==> config.mk <==
export PLATFORM = sky130hd
export DESIGN_NAME = mem_bus_arbiter_flat
export DESIGN_NICKNAME = d
export VERILOG_FILES = /design/src/rtl/mem_bus_arbiter_if.sv /design/src/rtl/mem_bus_arbiter.sv /design/src/flat_wrapper.sv
export SDC_FILE = /design/constraint.sdc
export NUM_CORES = 1
export LEC_CHECK = 0
export ABC_CLOCK_PERIOD_IN_PS = 2100
export CORE_AREA = 3 3 201 203
export CTS_CLUSTER_DIAMETER = 120
export DETAILED_ROUTE_END_ITERATION = 8
export DIE_AREA = 0 0 204 206
export PLACE_DENSITY_LB_ADDON = 0.2
export REMOVE_ABC_BUFFERS = 1
export SLEW_MARGIN = 20
export SYNTH_ARGS = -nofsm -noshare
export SYNTH_HDL_FRONTEND = slang
export SYNTH_SLANG_ARGS = --single-unit
==> constraint.sdc <==
create_clock -name clk -period 2.1 [get_ports clk]
set_input_delay 0.42 -clock clk [delete_from_list [all_inputs] [get_ports clk]]
set_output_delay 0.42 -clock clk [all_outputs]
set_load 0.02 [all_outputs]
==> src/rtl/mem_bus_arbiter_if.sv <==
// Request, response and external-bus signals of mem_bus_arbiter, grouped for port connection.
// master = arbiter side, slave = requesters plus memory side.
interface mem_bus_arbiter_if #(
    parameter int ADDR_W = 64,
    parameter int DATA_W = 64
);
    // Handshakes: a requester raises if_req_i / mem_valid_i and holds it and its
    // operands until the matching *_ready_o one-cycle pulse. bus_req_o is held
    // with stable operands until a one-cycle bus_ack_i, which carries bus_rdata_i.
    logic              if_req_i;
    logic [ADDR_W-1:0] if_addr_i;
    logic              if_ready_o;
    logic [DATA_W-1:0] if_rdata_o;

    logic              mem_valid_i;
    logic              mem_rw_i;
    logic [ADDR_W-1:0] mem_addr_i;
    logic [DATA_W-1:0] mem_wdata_i;
    logic              mem_ready_o;
    logic [DATA_W-1:0] mem_rdata_o;

    logic              bus_req_o;
    logic              bus_we_o;
    logic [ADDR_W-1:0] bus_addr_o;
    logic [DATA_W-1:0] bus_wdata_o;
    logic              bus_ack_i;
    logic [DATA_W-1:0] bus_rdata_i;

    logic              stall_if_o;
    logic              stall_mem_o;
    logic              err_o;

    modport master (
        input  if_req_i, if_addr_i, mem_valid_i, mem_rw_i, mem_addr_i, mem_wdata_i,
               bus_ack_i, bus_rdata_i,
        output if_ready_o, if_rdata_o, mem_ready_o, mem_rdata_o,
               bus_req_o, bus_we_o, bus_addr_o, bus_wdata_o,
               stall_if_o, stall_mem_o, err_o
    );

    modport slave (
        output if_req_i, if_addr_i, mem_valid_i, mem_rw_i, mem_addr_i, mem_wdata_i,
               bus_ack_i, bus_rdata_i,
        input  if_ready_o, if_rdata_o, mem_ready_o, mem_rdata_o,
               bus_req_o, bus_we_o, bus_addr_o, bus_wdata_o,
               stall_if_o, stall_mem_o, err_o
    );
endinterface

==> src/rtl/mem_bus_arbiter.sv <==
// Two-requester (IF, MEM) arbiter for one external memory bus, MEM has fixed priority.
// Optional bus-ack timeout is enabled by defining BUS_TIMEOUT_EN.
module mem_bus_arbiter #(
    parameter int ADDR_W         = 64,
    parameter int DATA_W         = 64,
    parameter int TIMEOUT_CYCLES = 255
) (
    input  logic                clk,
    input  logic                rst_n,
    mem_bus_arbiter_if.master   bus_if,
    output logic [1:0]          dbg_state_o
);

    typedef enum logic [1:0] {
        IDLE    = 2'd0,
        BUS_MEM = 2'd1,
        BUS_IF  = 2'd2,
        RESP    = 2'd3
    } state_t;

    state_t            r_state;
    state_t            w_next_state;

    logic              r_bus_req;
    logic              r_bus_we;
    logic [ADDR_W-1:0] r_bus_addr;
    logic [DATA_W-1:0] r_bus_wdata;
    logic              r_if_ready;
    logic              r_mem_ready;
    logic [DATA_W-1:0] r_if_rdata;
    logic [DATA_W-1:0] r_mem_rdata;
    logic              r_err;

    logic              w_grant_mem;
    logic              w_grant_if;
    logic              w_waiting;
    logic              w_timeout;
    logic              w_done;

    if (TIMEOUT_CYCLES < 1) begin : g_param_check
        $error("mem_bus_arbiter: TIMEOUT_CYCLES must be at least 1");
    end

    assign w_waiting = (r_state == BUS_MEM) || (r_state == BUS_IF);

`ifdef BUS_TIMEOUT_EN
    localparam int CNT_W = $clog2(TIMEOUT_CYCLES + 1);

    logic [CNT_W-1:0] r_wait_cnt;

    always_ff @(posedge clk or negedge rst_n) begin
        if (!rst_n) begin
            r_wait_cnt <= '0;
        end else if (w_grant_mem || w_grant_if) begin
            r_wait_cnt <= '0;
        end else if (w_waiting && !w_done) begin
            r_wait_cnt <= r_wait_cnt + 1'b1;
        end
    end

    // An ack arriving on the limit cycle wins over the timeout.
    assign w_timeout = w_waiting && !bus_if.bus_ack_i &&
                       (r_wait_cnt == CNT_W'(TIMEOUT_CYCLES));
`else
    assign w_timeout = 1'b0;
`endif

    assign w_done = w_waiting && (bus_if.bus_ack_i || w_timeout);

    always_ff @(posedge clk or negedge rst_n) begin
        if (!rst_n) begin
            r_state <= IDLE;
        end else begin
            r_state <= w_next_state;
        end
    end

    always_comb begin
        w_next_state = r_state;
        w_grant_mem  = 1'b0;
        w_grant_if   = 1'b0;
        case (r_state)
            IDLE: begin
                if (bus_if.mem_valid_i) begin
                    w_grant_mem  = 1'b1;
                    w_next_state = BUS_MEM;
                end else if (bus_if.if_req_i) begin
                    w_grant_if   = 1'b1;
                    w_next_state = BUS_IF;
                end
            end
            BUS_MEM, BUS_IF: begin
                if (w_done) begin
                    w_next_state = RESP;
                end
            end
            RESP:    w_next_state = IDLE;
            default: w_next_state = IDLE;
        endcase
    end

    always_ff @(posedge clk or negedge rst_n) begin
        if (!rst_n) begin
            r_bus_req   <= 1'b0;
            r_bus_we    <= 1'b0;
            r_bus_addr  <= '0;
            r_bus_wdata <= '0;
            r_if_ready  <= 1'b0;
            r_mem_ready <= 1'b0;
            r_if_rdata  <= '0;
            r_mem_rdata <= '0;
            r_err       <= 1'b0;
        end else begin
            r_if_ready  <= 1'b0;
            r_mem_ready <= 1'b0;
            r_err       <= 1'b0;
            if (w_grant_mem) begin
                r_bus_req   <= 1'b1;
                r_bus_we    <= bus_if.mem_rw_i;
                r_bus_addr  <= bus_if.mem_addr_i;
                r_bus_wdata <= bus_if.mem_wdata_i;
            end else if (w_grant_if) begin
                r_bus_req   <= 1'b1;
                r_bus_we    <= 1'b0;
                r_bus_addr  <= bus_if.if_addr_i;
            end else if (w_done) begin
                // Ready pulses during RESP; a timed-out read returns zero.
                r_bus_req <= 1'b0;
                r_err     <= w_timeout;
                if (r_state == BUS_MEM) begin
                    r_mem_ready <= 1'b1;
                    r_mem_rdata <= w_timeout ? '0 : bus_if.bus_rdata_i;
                end else begin
                    r_if_ready  <= 1'b1;
                    r_if_rdata  <= w_timeout ? '0 : bus_if.bus_rdata_i;
                end
            end
        end
    end

    assign bus_if.bus_req_o   = r_bus_req;
    assign bus_if.bus_we_o    = r_bus_we;
    assign bus_if.bus_addr_o  = r_bus_addr;
    assign bus_if.bus_wdata_o = r_bus_wdata;
    assign bus_if.if_ready_o  = r_if_ready;
    assign bus_if.if_rdata_o  = r_if_rdata;
    assign bus_if.mem_ready_o = r_mem_ready;
    assign bus_if.mem_rdata_o = r_mem_rdata;
    assign bus_if.err_o       = r_err;
    assign bus_if.stall_mem_o = bus_if.mem_valid_i & ~r_mem_ready;
    assign bus_if.stall_if_o  = bus_if.if_req_i & ~r_if_ready;
    assign dbg_state_o        = r_state;

endmodule
==> src/flat_wrapper.sv <==
// flat-port wrapper written by rule: the top's interface ports become plain ports
module mem_bus_arbiter_flat 
#(
    parameter int ADDR_W         = 64,
    parameter int DATA_W         = 64,
    parameter int TIMEOUT_CYCLES = 255
)
  (clk, rst_n, dbg_state_o, bus_if_if_req_i, bus_if_if_addr_i, bus_if_mem_valid_i, bus_if_mem_rw_i, bus_if_mem_addr_i, bus_if_mem_wdata_i, bus_if_bus_ack_i, bus_if_bus_rdata_i, bus_if_if_ready_o, bus_if_if_rdata_o, bus_if_mem_ready_o, bus_if_mem_rdata_o, bus_if_bus_req_o, bus_if_bus_we_o, bus_if_bus_addr_o, bus_if_bus_wdata_o, bus_if_stall_if_o, bus_if_stall_mem_o, bus_if_err_o);
  mem_bus_arbiter_if #(.ADDR_W(ADDR_W), .DATA_W(DATA_W)) bus_if_i ();
  input  logic clk;
  input  logic rst_n;
  output logic [1:0] dbg_state_o;
  input wire logic [$bits(bus_if_i.if_req_i)-1:0] bus_if_if_req_i;
  input wire logic [$bits(bus_if_i.if_addr_i)-1:0] bus_if_if_addr_i;
  input wire logic [$bits(bus_if_i.mem_valid_i)-1:0] bus_if_mem_valid_i;
  input wire logic [$bits(bus_if_i.mem_rw_i)-1:0] bus_if_mem_rw_i;
  input wire logic [$bits(bus_if_i.mem_addr_i)-1:0] bus_if_mem_addr_i;
  input wire logic [$bits(bus_if_i.mem_wdata_i)-1:0] bus_if_mem_wdata_i;
  input wire logic [$bits(bus_if_i.bus_ack_i)-1:0] bus_if_bus_ack_i;
  input wire logic [$bits(bus_if_i.bus_rdata_i)-1:0] bus_if_bus_rdata_i;
  output wire logic [$bits(bus_if_i.if_ready_o)-1:0] bus_if_if_ready_o;
  output wire logic [$bits(bus_if_i.if_rdata_o)-1:0] bus_if_if_rdata_o;
  output wire logic [$bits(bus_if_i.mem_ready_o)-1:0] bus_if_mem_ready_o;
  output wire logic [$bits(bus_if_i.mem_rdata_o)-1:0] bus_if_mem_rdata_o;
  output wire logic [$bits(bus_if_i.bus_req_o)-1:0] bus_if_bus_req_o;
  output wire logic [$bits(bus_if_i.bus_we_o)-1:0] bus_if_bus_we_o;
  output wire logic [$bits(bus_if_i.bus_addr_o)-1:0] bus_if_bus_addr_o;
  output wire logic [$bits(bus_if_i.bus_wdata_o)-1:0] bus_if_bus_wdata_o;
  output wire logic [$bits(bus_if_i.stall_if_o)-1:0] bus_if_stall_if_o;
  output wire logic [$bits(bus_if_i.stall_mem_o)-1:0] bus_if_stall_mem_o;
  output wire logic [$bits(bus_if_i.err_o)-1:0] bus_if_err_o;
  assign bus_if_i.if_req_i = bus_if_if_req_i;
  assign bus_if_i.if_addr_i = bus_if_if_addr_i;
  assign bus_if_i.mem_valid_i = bus_if_mem_valid_i;
  assign bus_if_i.mem_rw_i = bus_if_mem_rw_i;
  assign bus_if_i.mem_addr_i = bus_if_mem_addr_i;
  assign bus_if_i.mem_wdata_i = bus_if_mem_wdata_i;
  assign bus_if_i.bus_ack_i = bus_if_bus_ack_i;
  assign bus_if_i.bus_rdata_i = bus_if_bus_rdata_i;
  assign bus_if_if_ready_o = bus_if_i.if_ready_o;
  assign bus_if_if_rdata_o = bus_if_i.if_rdata_o;
  assign bus_if_mem_ready_o = bus_if_i.mem_ready_o;
  assign bus_if_mem_rdata_o = bus_if_i.mem_rdata_o;
  assign bus_if_bus_req_o = bus_if_i.bus_req_o;
  assign bus_if_bus_we_o = bus_if_i.bus_we_o;
  assign bus_if_bus_addr_o = bus_if_i.bus_addr_o;
  assign bus_if_bus_wdata_o = bus_if_i.bus_wdata_o;
  assign bus_if_stall_if_o = bus_if_i.stall_if_o;
  assign bus_if_stall_mem_o = bus_if_i.stall_mem_o;
  assign bus_if_err_o = bus_if_i.err_o;
  mem_bus_arbiter #(.ADDR_W(ADDR_W), .DATA_W(DATA_W), .TIMEOUT_CYCLES(TIMEOUT_CYCLES)) u_core (.clk(clk), .rst_n(rst_n), .bus_if(bus_if_i), .dbg_state_o(dbg_state_o));
endmodule
==> out/summary.txt <==
synth cell count leaders: 262 x dfrtp_1, 197 x nand2_1, 136 x mux2_1, 120 x mux2_2, 16 x buf_6
Yosys top cell by area: dfrtp_1
max-cap viol count: 0
starting density of the core: 0.276
layout cells sized above 1: 0.197
vias in the first global route: 8,612
CTS root buffer: clkbuf_16
Clock Path Buffers: 3
antenna-violating nets left: 0
grt ovf: 0
Vias: 8,107
Max Fclk: 0.489 GHz
Final Slew Violations: 0
dpl cell area: 0.0169 sq mm
most common cell in the netlist: dfrtp_1
Die H: 206 um
Avg Inst Size Synth: 13.7 sq um
CP arrival: 2470 ps
setup TNS: 0 ps
initial antenna violation count: 2
top-area cell type share of the netlist area: 0.614
Yosys cell types: 22
Final Cycle Share: 0.973
Slew headroom: 0.513
R2R setup slack: 60 ps
final WL: 38.1 mm
dpl hpwl: 27.9 mm
Max rail drop VDD: 1020 uV
worst hold-check path type: in -> async
max incr delay on CP: 390 ps
largest net degree at the start of global routing: 66
first-pass GRT wire length: 53.8 mm
final hold vios: 0
stages on the worst setup path: 7
crit path max-delay cell type: a2111oi_4
DIE WIDTH: 204 um
Critical Path Start: u_core.dbg_state_o[1]
dominant cells by area after synthesis: dfrtp_1 61%, mux2_1 14%, mux2_2 13%
register bit total from synthesis: 262
Cell Area, Synth: 0.0107 sq mm
Core Box Area: 0.0386 sq mm
Mapped Cells: 781
Remaining DRCs: 0
FF-to-FF End: u_core.bus_if.mem_rdata_o[48]
Critical R2R Launch: u_core.dbg_state_o[1]
Final Critical Period: 2040 ps
Total GRT Usage: 0.167
crit-path max FO: 12
TritonCTS clock tree: built
sequential share of the synthesized area: 0.614
clock transition at the registers of the reported paths: 60 ps
vias per cell: 4.26
die area: 0.0420 sq mm
PortBufs: 525
1st-iter DRT viols: 255
Nets: 1,628
Setup Skew: 7.16 ps
Tightest Pin Transition: 731 ps
Crit path max-delay family: buffers and inverters
# rows: 72
startpoint types: flop
Num Clock Sinks: 262
Register-to-Register Path Depth: 7
Multi-input gate area: 0.00399 sq mm
Worst Setup EP: u_core.bus_if.mem_rdata_o[48]
average wire per standard cell: 20.0 um
design area: 0.0184 sq mm
I/O pin count: 527
crit path kind: reg -> reg
Pleak: 7.96 nW
RSZ-0062 raised after global routing: true
worst endpoint required time: 2530 ps
asr flop ratio synth: 1.00
FF+latch area: 0.00656 sq mm
Final setup viols: 0
Top FF cell, synth: dfrtp_1
Ys Warns: 0
worst-skew pair later-pin latency: 560 ps
outcome: finished, final reports clean
number of buffers created by CTS: 30
Post-synth EDFFs: 0
Clock H-tree levels: 1
synth-to-layout area growth: 71.9%
Setup crit end kind: flop
cells along the critical path: inv_2 -> ha_4 -> nor2b_4 -> a2111oi_4 -> buf_6 -> buf_16 -> mux2_1
Filler cells: 3,472
TritonRoute pass-1 iters: 4
Buf/Inv on CP: 3
GP Congestion: 0.785
pwr dens: 1620 mW/mm^2
[layer usage]
layer | wire [um] | vias to the layer above | GRT usage
met2 | 18800 | 323 | 0.288
met1 | 15100 | 3940 | 0.198
met3 | 3710 | 33 | 0.0647
met4 | 509 | 0 | 0.0349
li1 | - | 3811 | -
met5 | 0 | - | 0
[worst reg2reg max path, stage by stage, from the launching register on]
cell and delay (ps):
dfrtp_1 370, inv_2 80, ha_4 160, nor2b_4 140, a2111oi_4 390, buf_6 250
buf_16 190, mux2_1 330
[cell families (layout without fill, tap and decap cells)]
family,count (synthesis),in the layout,share of synthesized area
AO/OA/AOI/OAI,8,8,0.00949
adder cells (fa/ha/maj),3,3,0.00351
buffers and inverters,47,650,0.0297
flip-flops,262,262,0.614
multiplexers,256,256,0.270
other,1,3,0.000351
AND/OR/NAND/NOR,204,204,0.0734
[flip-flops by register name (all words and copies together) (netlist names), 2 cells and up]
register                   cells
u_core.dbg_state_o             2
u_core.bus_if.bus_wdata_o     64
u_core.bus_if.if_rdata_o      64
u_core.bus_if.bus_addr_o      64
u_core.bus_if.mem_rdata_o     64
[worst min-delay path by stage]
| stage | start | to | depth (start not counted) |
|---|---|---|---|
| 2_1_floorplan | rst_n | u_core.bus_if.bus_addr_o[0] | 0 |
| 3_3_place_gp | rst_n | u_core.bus_if.mem_rdata_o[13] | 1 |
| 3_5_place_dp | rst_n | u_core.bus_if.mem_rdata_o[13] | 1 |
| 4_1_cts | bus_if_mem_wdata_i[4] | u_core.bus_if.bus_wdata_o[4] | 3 |
| 5_1_grt | bus_if_mem_wdata_i[7] | u_core.bus_if.bus_wdata_o[7] | 3 |
| 6_report | rst_n | u_core.bus_if.mem_rdata_o[13] | 2 |
[final cells by class]
type                            instances  share of cell area
Antenna cell                            2            0.000273
Multi-Input combinational cell        472               0.217
Tap cell                              518              0.0353
Clock buffer                           42              0.0483
Timing Repair Buffer                  594               0.332
Clock inverter                         11             0.00892
Sequential cell                       262               0.357
Inverter                                3            0.000613
[through the flow]
stage | setup slack [ps] | instances | utilization | hold WS, ps | total power [mW]
after floorplan | -2400 | 737 | - | 124 | 15.8
after detailed placement | -411 | 1832 | 0.436 | 369 | 23.8
after global placement | -346 | 1832 | 0.436 | 369 | 23.7
after CTS | -39.3 | 1889 | 0.466 | 346 | 29.6
final | 56.2 | 1904 | 0.475 | 348 | 29.8
after global routing | -50.1 | 1904 | 0.475 | 366 | 31.5
[layout by cell type, fill, tap and decap left out]
cell type,synthesis,routed
diode_2,0,2
buf_6,16,5
o221ai_1,1,1
dlygate4sd2_1,0,3
buf_16,0,2
a21oi_4,0,1
inv_6,0,1
clkbuf_8,0,7
nand2_4,0,2
clkdlybuf4s50_1,0,519
inv_1,3,1
nor2b_4,0,1
mux2_4,0,30
mux2_1,136,115
clkbuf_16,0,37
mux2_2,120,111
buf_4,1,43
clkbuf_1,2,4
buf_12,0,13
conb_1,1,1
dlymetal6s2s_1,0,1
buf_8,0,1
clkinvlp_4,0,2
dlygate4sd3_1,0,1
dfrtp_1,262,262
o211a_1,1,1
nor2b_1,4,4
nand3_1,1,1
inv_2,0,2
and2_4,0,1
a22o_1,1,1
clkinv_2,0,4
ha_4,0,3
nand2_1,197,195
o21ai_0,2,2
bufinv_16,0,4
a2111oi_4,2,2
[power by group]
group          internal, mW  leakage [nW]  total, mW  switching (mW)
Clock                  3.41         0.514       5.52            2.11
Sequential             7.60          3.16       8.92            1.32
Combinational          8.01          4.29       15.4            7.38
[timing repair]
action | CTS | global route
cloned | 2 | 7
hold buffers | 1 | 0
gates resized for setup | 16 | 36
pin swaps | 2 | 3
endpoints found under the setup margin | 131 | 123
buffers inserted | 2 | 6
hold endpoints to repair | 38 | 0
Note: power is estimated with default switching activity, not from simulation.
